**src/rtl/w80386_pkg.sv**
```systemverilog
// Shared w80386 types and constants used by the prefetch queue.
package w80386_pkg;

    localparam logic [31:0] RESET_ADDRESS = 32'hFFFF_FFF0;

    typedef logic [7:0] byte_t;

    typedef enum logic [1:0] {
        IDLE,
        FETCH,
        DROP
    } prefetch_state_t;

    // Clear the low address bits so the address is bus-word aligned.
    function automatic logic [31:0] align_address(input logic [31:0] addr,
                                                  input int unsigned bus_bytes);
        return addr & ~(32'(bus_bytes) - 32'd1);
    endfunction

endpackage

```
**src/rtl/prefetch_byte_buffer.sv**
```systemverilog
// Circular byte queue: masked bus-word write, WINDOW-byte registered read, variable pop.
module prefetch_byte_buffer
    import w80386_pkg::*;
#(
    parameter int unsigned BUS_BYTES   = 4,
    parameter int unsigned QUEUE_DEPTH = 32,
    parameter int unsigned WINDOW      = 16,
    localparam int unsigned SKIP_W     = $clog2(BUS_BYTES),
    localparam int unsigned CNT_W      = $clog2(QUEUE_DEPTH) + 1
) (
    input  logic                   clock,
    input  logic                   reset,
    input  logic                   i_flush,
    input  logic                   i_push,
    input  logic [8*BUS_BYTES-1:0] i_data,
    input  logic [SKIP_W-1:0]      i_skip,
    input  logic [4:0]             i_consume_count,
    output byte_t [WINDOW-1:0]     o_instruction,
    output logic [4:0]             o_window_bytes,
    output logic                   o_consume_error,
    output logic [CNT_W-1:0]       o_count
);

    localparam int unsigned PTR_W = $clog2(QUEUE_DEPTH);

    byte_t              r_mem [QUEUE_DEPTH];
    logic [PTR_W-1:0]   r_rd_ptr;
    logic [PTR_W-1:0]   r_wr_ptr;
    logic [CNT_W-1:0]   r_count;
    byte_t [WINDOW-1:0] r_instruction;
    logic [4:0]         r_window_bytes;
    logic               r_consume_error;

    logic [CNT_W-1:0]   w_push_n;
    logic [CNT_W-1:0]   w_count_next;
    logic [4:0]         w_consumed;
    logic [4:0]         w_window_next;
    logic               w_over;
    logic               w_err_next;
    logic [PTR_W-1:0]   w_rd_next;
    logic [PTR_W-1:0]   w_wr_next;
    logic [PTR_W-1:0]   w_win_addr [WINDOW];
    logic [PTR_W-1:0]   w_win_off  [WINDOW];
    logic [SKIP_W-1:0]  w_win_sel  [WINDOW];
    byte_t [WINDOW-1:0] w_instruction_next;
    logic [BUS_BYTES-1:0] w_wr_en;
    logic [PTR_W-1:0]   w_wr_addr [BUS_BYTES];

    // Pointer, count and error next-state; flush empties the queue and ignores consume.
    always_comb begin
        w_push_n = '0;
        if (i_push && !i_flush) begin
            w_push_n = CNT_W'(BUS_BYTES) - CNT_W'(i_skip);
        end
        w_over     = i_consume_count > r_window_bytes;
        w_consumed = w_over ? r_window_bytes : i_consume_count;
        if (i_flush) begin
            w_count_next = '0;
            w_rd_next    = '0;
            w_wr_next    = '0;
            w_err_next   = 1'b0;
        end else begin
            w_count_next = r_count + w_push_n - CNT_W'(w_consumed);
            w_rd_next    = r_rd_ptr + PTR_W'(w_consumed);
            w_wr_next    = r_wr_ptr + PTR_W'(w_push_n);
            w_err_next   = w_over;
        end
        w_window_next = (w_count_next > CNT_W'(WINDOW)) ? 5'(WINDOW) : 5'(w_count_next);
    end

    // Only bytes at or above the skip offset of the bus word are written.
    always_comb begin
        for (int j = 0; j < int'(BUS_BYTES); j++) begin
            w_wr_en[j]   = i_push && !i_flush && (SKIP_W'(j) >= i_skip);
            w_wr_addr[j] = r_wr_ptr + PTR_W'(j) - PTR_W'(i_skip);
        end
    end

    // Next window; bytes being written this cycle are bypassed from the bus word.
    always_comb begin
        for (int i = 0; i < int'(WINDOW); i++) begin
            w_win_addr[i]         = w_rd_next + PTR_W'(i);
            w_win_off[i]          = w_win_addr[i] - r_wr_ptr;
            w_win_sel[i]          = SKIP_W'(w_win_off[i]) + i_skip;
            w_instruction_next[i] = '0;
            if (5'(i) < w_window_next) begin
                if (CNT_W'(w_win_off[i]) < w_push_n) begin
                    w_instruction_next[i] = i_data[{w_win_sel[i], 3'b000} +: 8];
                end else begin
                    w_instruction_next[i] = r_mem[w_win_addr[i]];
                end
            end
        end
    end

    always_ff @(posedge clock) begin
        for (int j = 0; j < int'(BUS_BYTES); j++) begin
            if (w_wr_en[j]) begin
                r_mem[w_wr_addr[j]] <= i_data[8*j +: 8];
            end
        end
    end

    always_ff @(posedge clock) begin
        if (reset) begin
            r_rd_ptr        <= '0;
            r_wr_ptr        <= '0;
            r_count         <= '0;
            r_instruction   <= '0;
            r_window_bytes  <= '0;
            r_consume_error <= 1'b0;
        end else begin
            r_rd_ptr        <= w_rd_next;
            r_wr_ptr        <= w_wr_next;
            r_count         <= w_count_next;
            r_instruction   <= w_instruction_next;
            r_window_bytes  <= w_window_next;
            r_consume_error <= w_err_next;
        end
    end

    assign o_instruction   = r_instruction;
    assign o_window_bytes  = r_window_bytes;
    assign o_consume_error = r_consume_error;
    assign o_count         = r_count;

endmodule

```
**src/rtl/prefetch_queue.sv**
```systemverilog
// Code prefetch unit: bus fetch FSM with flush/drop handling feeding a byte queue window.
module prefetch_queue
    import w80386_pkg::*;
#(
    parameter int unsigned BUS_WIDTH     = 32,
    parameter int unsigned QUEUE_DEPTH   = 32,
    parameter int unsigned WINDOW        = 16,
    parameter logic [31:0] RESET_ADDRESS = w80386_pkg::RESET_ADDRESS
) (
    input  logic                 clock,
    input  logic                 reset,
    output logic                 bus_vaild,
    input  logic                 bus_ready,
    output logic                 bus_write_enable,
    output logic [31:0]          bus_address,
    input  logic [BUS_WIDTH-1:0] bus_data,
    input  logic                 flush,
    input  logic [31:0]          flush_address,
    input  logic [4:0]           consume_count,
    output byte_t [WINDOW-1:0]   instruction,
    output logic [4:0]           window_bytes,
    output logic                 consume_error
);

    localparam int unsigned BUS_BYTES = BUS_WIDTH / 8;
    localparam int unsigned SKIP_W    = $clog2(BUS_BYTES);
    localparam int unsigned CNT_W     = $clog2(QUEUE_DEPTH) + 1;

    prefetch_state_t   r_state;
    logic              r_bus_vaild;
    logic [31:0]       r_bus_address;
    logic [31:0]       r_target;
    logic [SKIP_W-1:0] r_skip;

    logic [CNT_W-1:0]  w_count;
    logic [CNT_W-1:0]  w_free;
    logic [CNT_W-1:0]  w_push_n;
    logic [CNT_W-1:0]  w_free_after;
    logic [31:0]       w_flush_target;
    logic              w_push;

    always_comb begin
        w_push         = (r_state == FETCH) && bus_ready && !flush;
        w_free         = CNT_W'(QUEUE_DEPTH) - w_count;
        w_push_n       = CNT_W'(BUS_BYTES) - CNT_W'(r_skip);
        w_free_after   = w_free - w_push_n;
        w_flush_target = align_address(flush_address, BUS_BYTES);
    end

    // Fetch FSM; a pending request is never withdrawn, so a flush under wait goes through DROP.
    always_ff @(posedge clock) begin
        if (reset) begin
            r_state       <= IDLE;
            r_bus_vaild   <= 1'b0;
            r_bus_address <= align_address(RESET_ADDRESS, BUS_BYTES);
            r_target      <= align_address(RESET_ADDRESS, BUS_BYTES);
            r_skip        <= RESET_ADDRESS[SKIP_W-1:0];
        end else if (flush) begin
            r_skip   <= flush_address[SKIP_W-1:0];
            r_target <= w_flush_target;
            if (!r_bus_vaild || bus_ready) begin
                r_state       <= FETCH;
                r_bus_vaild   <= 1'b1;
                r_bus_address <= w_flush_target;
            end else begin
                r_state <= DROP;
            end
        end else begin
            case (r_state)
                IDLE: begin
                    if (w_free >= CNT_W'(BUS_BYTES)) begin
                        r_state     <= FETCH;
                        r_bus_vaild <= 1'b1;
                    end
                end
                FETCH: begin
                    if (bus_ready) begin
                        r_bus_address <= r_bus_address + 32'(BUS_BYTES);
                        r_skip        <= '0;
                        if (w_free_after >= CNT_W'(BUS_BYTES)) begin
                            r_state     <= FETCH;
                            r_bus_vaild <= 1'b1;
                        end else begin
                            r_state     <= IDLE;
                            r_bus_vaild <= 1'b0;
                        end
                    end
                end
                DROP: begin
                    if (bus_ready) begin
                        r_state       <= FETCH;
                        r_bus_vaild   <= 1'b1;
                        r_bus_address <= r_target;
                    end
                end
                default: begin
                    r_state     <= IDLE;
                    r_bus_vaild <= 1'b0;
                end
            endcase
        end
    end

    prefetch_byte_buffer #(
        .BUS_BYTES  (BUS_BYTES),
        .QUEUE_DEPTH(QUEUE_DEPTH),
        .WINDOW     (WINDOW)
    ) u_buffer (
        .clock          (clock),
        .reset          (reset),
        .i_flush        (flush),
        .i_push         (w_push),
        .i_data         (bus_data),
        .i_skip         (r_skip),
        .i_consume_count(consume_count),
        .o_instruction  (instruction),
        .o_window_bytes (window_bytes),
        .o_consume_error(consume_error),
        .o_count        (w_count)
    );

    assign bus_vaild        = r_bus_vaild;
    assign bus_address      = r_bus_address;
    assign bus_write_enable = 1'b0;

endmodule

```
**config.mk**
```make
export PLATFORM = sky130hd
export DESIGN_NAME = prefetch_queue
export DESIGN_NICKNAME = d
export VERILOG_FILES = /design/src/rtl/w80386_pkg.sv /design/src/rtl/prefetch_byte_buffer.sv /design/src/rtl/prefetch_queue.sv
export SDC_FILE = /design/constraint.sdc
export NUM_CORES = 2
export LEC_CHECK = 0
export CAP_MARGIN = 10
export CORE_MARGIN = 2
export CORE_UTILIZATION = 50
export CTS_CLUSTER_DIAMETER = 80
export CTS_CLUSTER_SIZE = 8
export DETAILED_ROUTE_END_ITERATION = 6
export PLACE_DENSITY_LB_ADDON = 0.12
export SETUP_SLACK_MARGIN = 0.3
export SLEW_MARGIN = 20
export SYNTH_ARGS = -nofsm -noshare
export SYNTH_HDL_FRONTEND = slang
export SYNTH_SLANG_ARGS = --single-unit
```
**constraint.sdc**
```tcl
create_clock -name clock -period 8.2 [get_ports clock]
set_input_delay 1.23 -clock clock [delete_from_list [all_inputs] [get_ports clock]]
set_output_delay 1.23 -clock clock [all_outputs]
set_load 0.02 [all_outputs]
```
Word-level counts from Yosys, hierarchy flattened. Memories as Yosys holds them, arrays and structs flattened. Cells that the tools add are included.

Output and inout bits: 168. Memories: 1. Memory bits (writable): 256. Word-level logic and storage cells: 253. Input bits: 73. Register bits after elaboration: 217.

Shift-type cells: 16. Eq/ne operators: 6. Bitwise gates (word level): 16. Magnitude comparators: 40. Reductions and logical operators: 35. Muxes and demuxes: 51. $add $sub $neg: 62.

Memory list: u_buffer.r_mem (depth 32, bits a word 8, rd ports 16, clocked after memory_dff 0, write ports 4, RTL line prefetch_byte_buffer.sv:26) `byte_t r_mem [QUEUE_DEPTH];`.

Operator list (count): variable part select 32 x 6 -> 8 bit (16); 2-to-1 mux 32 bit (4); 2-to-1 mux 8 bit (16); less-than comparator 5 x 6 -> 1 bit (16); subtractor 5 bit (16); one-hot mux 32 bit (2 select lines) (1); adder 5 x 4 -> 5 bit (second input constant) (8); less-than comparator 4 x 5 -> 1 bit (first input constant) (8); OR reduction 2 bit (17); adder 2 bit (16); adder 32 x 3 -> 32 bit (second input constant) (1); adder 5 x 2 -> 5 bit (second input constant) (4); adder 5 x 3 -> 5 bit (second input constant) (4); less-than comparator 3 x 5 -> 1 bit (first input constant) (4); subtractor 5 x 2 -> 5 bit (4); 2-to-1 mux 2 bit (8); inverter 1 bit (16); 2-to-1 mux 1 bit (15); 2-to-1 mux 5 bit (3); >= comparator 6 x 3 -> 1 bit (second input constant) (2); 2-to-1 mux 6 bit (2); adder 5 x 1 -> 5 bit (second input constant) (2); adder 5 bit (2); less-than comparator 1 x 5 -> 1 bit (first input constant) (2); 25 further kinds (39).

Depth between registers and ports, before layout.
Depth in word-level cells: 13. Mapped depth: 28. Depth with buffers taken out: 22.

Modules after synthesis. A second synthesis with hierarchy kept.

Cell total of the unflattened synthesis: 4380. Area, all modules: 42435.7 um2.

Modules (own cells, without submodules): prefetch_byte_buffer (area each 38685.9 um2, cells each 3900, times used 1); prefetch_queue (area each 3749.8 um2, cells each 480, times used 1).

Least setup slack after synthesis. No wires, ideal clock.

Kind: input-to-reg. From: input port consume_count[4]. To: register u_buffer.r_instruction, in the netlist u_buffer.o_instruction[89]. Data arrival time: 7.571 ns. Required time: 8.064 ns. Path slack: 0.493 ns. Cell stages on the path: 22. Cells stage by stage: ha_1 and3_1 o21ai_2 a32oi_1 nand2_1 o21ai_0 ha_1 inv_1 fa_1 or2_1 buf_2 buf_2 buf_1 ha_1 inv_1 clkbuf_1 buf_1 fa_1 xnor2_1 mux4_2 nor3_1 a211oi_2.

Cells in the longest elaborated chain, start to end: 9. Elaborated cells between the ends (all ways): 18.

RTL lines: start: declaration (RTL line prefetch_queue.sv:19) `input logic [4:0] consume_count,`; > comparator 5 bit (RTL line prefetch_byte_buffer.sv:55) `w_over = i_consume_count > r_window_bytes;`; 2-to-1 mux 5 bit * (RTL line prefetch_byte_buffer.sv:56) `w_consumed = w_over ? r_window_bytes : i_consume_count;`; adder 5 bit or subtractor 6 x 5 -> 6 bit (tied branches) (RTL line prefetch_byte_buffer.sv:64, prefetch_byte_buffer.sv:63); 2-to-1 mux 5 bit or 2-to-1 mux 6 bit (tied branches) (RTL line prefetch_byte_buffer.sv:57) `if (i_flush) begin`; adder 5 x 4 -> 5 bit or > comparator 6 x 5 -> 1 bit (tied branches) (RTL line prefetch_byte_buffer.sv:82, prefetch_byte_buffer.sv:68); subtractor 5 bit or 2-to-1 mux 5 bit (tied branches) (RTL line prefetch_byte_buffer.sv:83, prefetch_byte_buffer.sv:68); adder 2 bit or less-than comparator 4 x 5 -> 1 bit (tied branches) (RTL line prefetch_byte_buffer.sv:84, prefetch_byte_buffer.sv:86); variable part select 32 x 6 -> 8 bit or inverter 1 bit (tied branches); 2-to-1 mux 8 bit or OR reduction 2 bit (tied branches); end signal: assignment (RTL line prefetch_byte_buffer.sv:116) `r_instruction <= w_instruction_next;`; end: declaration (RTL line prefetch_byte_buffer.sv:30) `byte_t [WINDOW-1:0] r_instruction;`.

Every way passes the cells marked *; elsewhere a longest branch is shown, timed or not. A chain may end at the register's enable or synchronous reset.

Final worst setup path.
From: input port consume_count[4]. To: register u_buffer.r_instruction, in the netlist u_buffer.o_instruction[92].

Same word-level chain as after synthesis.

==> metrics.md <==
| Metric | Value |
|---|---|
| Worst EP required | `8.75 ns` |
| GRT Overall Usage | `45.6%` |
| Avg Vias per Cell | `6.78` |
| DR pass1 iterations | `7` |
| Hold path depth | `2` |
| Sum Neg Setup Slack | `0 ns` |
| Cells on worst reg2reg path | `18` |
| Min Clock Period, post-route | `6.89 ns` |
| DRT Wirelength | `201 mm` |
| Setup-failing EPs final | `0` |
| GP Congestion | `1.05` |
| Initial Utilization | `50.4%` |
| FMAX | `0.145 GHz` |
| Residual DRC | `1` |
| Root Buffer | `clkbuf_16` |
| YS warnings | `0` |
| Final Slew Violations | `0` |
| Total power | `20.4 mW` |
| Average routed wire per standard cell | `35.1 microns` |
| Post-Place Worst Slack | `0.828 ns` |
| Total grt overflow | `0` |
| Max Cap Violations | `0` |
| Critical Path Start Type | `input port` |
| Worst clock skew | `0.0404 ns` |
| Die X | `294 microns` |
| Port-buffer cells | `237` |
| Commonest non-fill, non-tap cell in the layout | `mux2i_1` |
| Critical Path, Cell by Cell | `clkdlybuf4s50_1 -> ha_1 -> and3_1 -> o21ai_2 -> a32oi_1 -> nand2_1 -> o21ai_0 -> ha_1 -> inv_1 -> fa_1 -> or2_4 -> ha_4 -> clkinv_2 -> buf_4 -> mux2i_1 -> mux2i_1 -> mux4_2 -> a211oi_2` |
| Crit-path max FO | `34` |
| Final hold violation count | `0` |
| Pin count of the biggest net entering global routing | `113` |
| Failing checks | `DRC` |
| DIE HEIGHT | `294 microns` |
| Vias in the first global route | `35100` |
| CTS tree | `yes` |
| Remaining antenna violation count | `0` |
| Initial antenna violation count | `4` |
| Top Ports | `241` |
| Peak VDD IR | `0.346 mV` |
| RSZ-0062 raised after global routing | `no` |
| Endpoint class of the critical path | `flip-flop` |
| Leak pwr | `19.0 nW` |
| DRT iter0 DRCs | `5652` |
| DP HPWL | `141 mm` |
| CP Class | `input port to flip-flop` |
| DIE AREA | `86400 sq um` |
| Worst EP arrival | `7.45 ns` |
| Ratio of cells with drive above 1 in the final layout | `10.6%` |
| Distinct cells, synth | `87` |
| Core ar. | `83400 sq um` |
| CTS max path bufs | `3` |
| Hold Path Class | `flip-flop to flip-flop` |
| CTS Sinks | `471` |
| Post-CTS Hold Fix Bufs | `0` |
| Cell Count, Final, Fillers Out | `5736` |
| Worst slew pin tran | `1.30 ns` |
| H-tree Lvls | `3` |
| Sequential area share after synthesis | `28.5%` |
| Outcome | `complete, but fails checks` |
| Post-route setup slack | `1.31 ns` |
| Setup bufs post-CTS | `0` |
| Crit-path max cell delay | `1.12 ns` |
| Post-synthesis cell count | `4649` |
| Floorplan row count | `106` |
| Fin crit share | `84.0%` |
| Vias after detailed routing | `38900` |
| CTS Buf Count | `72` |
| Most frequent cells in the layout | `mux2i_1 (1013), nor2_1 (439), a21oi_1 (393)` |
| Slowest stage cell, crit path | `mux2i_1` |
| Final #Nets | `4818` |
| Post-cts sizing count | `0` |
| Global-route wire length before repair | `277 mm` |
| Latest clock arrival within the worst-skew pair | `0.64 ns` |
| Number of enable flip-flop cells after synthesis | `256` |
| Area Overhead vs Synth | `11.5%` |
| Fraction of registers with async set/reset | `0%` |
| Mean Syn Cell Area | `9.04 sq um` |
| Max transition margin | `10.7%` |
| Placed cells | `5643` |
| Flops & latches, synth | `471` |
| CTS clk-pin slew, worst paths | `0.05 ns` |
| Pwr/cell area | `436 nW/um^2` |
| Synth Cell Area | `42000 sq um` |
| Main synth FF type | `edfxtp_1` |
==> cells in the mapped netlist (all sizes together) (31+ instances only) <==
cell       n  share of area (%)
inv       87               0.78
xnor2     70                1.7
nand2    390                3.5
mux2i   1014                 24
xor2      46                1.4
ha        93                2.8
mux4     130                7.0
edfxtp   256                 18
a211oi   104                2.2
o21ai    367                4.4
nor3     103                1.2
nor2     451                4.0
clkbuf   276                2.5
o31ai     41               0.73
dfxtp    215                 10
buf      152                1.8
a21o      31               0.55
nand3    108                1.3
a21oi    399                4.8
==> layer usage <==
metal	part of all wire (%)	global-route usage, %	vias to the layer above
met5	0.0035	0	-
met4	8.4	31.1	2
met3	13	14.8	682
met2	41	64.8	2666
met1	38	58.8	18500
li1	-	-	17000
==> flip-flops by register name, summed over array words and instances (netlist names), 2 cells and up <==
name,flops
u_buffer.o_window_bytes,5
u_buffer.r_rd_ptr,5
r_skip,2
u_buffer.o_count,6
u_buffer.r_mem,256
u_buffer.o_instruction,128
r_state,2
bus_address,30
u_buffer.r_wr_ptr,5
r_target,30
==> logic make-up after synthesis <==
group,Yosys count,synth area share (%)
simple gates,1207,12.6
mux,1157,31.5
compound gates,1055,15.0
buf+inv,519,5.12
flops,471,28.5
xor+xnor,132,3.95
fa+ha+maj,107,3.43
other cells,1,0.00892
==> power by group <==
group	internal, mW	switching, mW
registers	2.83	0.182
logic	5.69	8.90
clock network	1.64	1.18
total	10.2	10.3
==> critical path: cells and delay by family <==
kind / cells / cell delay [ns]
adder cells (fa/ha/maj): 4 / 1.41
AND/OR/NAND/NOR: 3 / 0.72
multiplexers: 3 / 2.04
buffers and inverters: 4 / 1.13
AO/OA/AOI/OAI: 4 / 0.84
==> cell type report <==
class                           count  area [sq um]
Fill cell                        7518         36500
Multi-Input combinational cell   3661         28100
Sequential cell                   471         12000
Timing Repair Buffer              341          3050
Clock buffer                       77          1860
Tap cell                         1080          1350
Inverter                           91           350
Clock inverter                     12           150
Antenna cell                        3          7.51
==> path summary, 6_finish.rpt <==
| path | from | slack [ns] | endpoint |
|---|---|---|---|
| setup / recovery | consume_count[4] | 1.31 | u_buffer.o_instruction[92]$_SDFF_PP0_ |
| hold / removal | r_target[30]$_SDFFE_PP1P_ | 0.45 | r_target[30]$_SDFFE_PP1P_ |
| setup reg to reg | u_buffer.o_window_bytes[1]$_SDFF_PP0_ | 2.01 | u_buffer.o_instruction[92]$_SDFF_PP0_ |
| hold reg to reg | r_target[30]$_SDFFE_PP1P_ | 0.45 | r_target[30]$_SDFFE_PP1P_ |
==> metrics by stage <==
step	hold WS [ns]	util, %	instance area, sq um
finish	0.449	56.2	46900
global route	0.468	56.2	46900
floorplan	0.427	-	42100
global placement	0.438	53.7	44800
detailed placement	0.443	53.7	44800
CTS	0.451	56.1	46800
(Power assumes the default switching activity.)
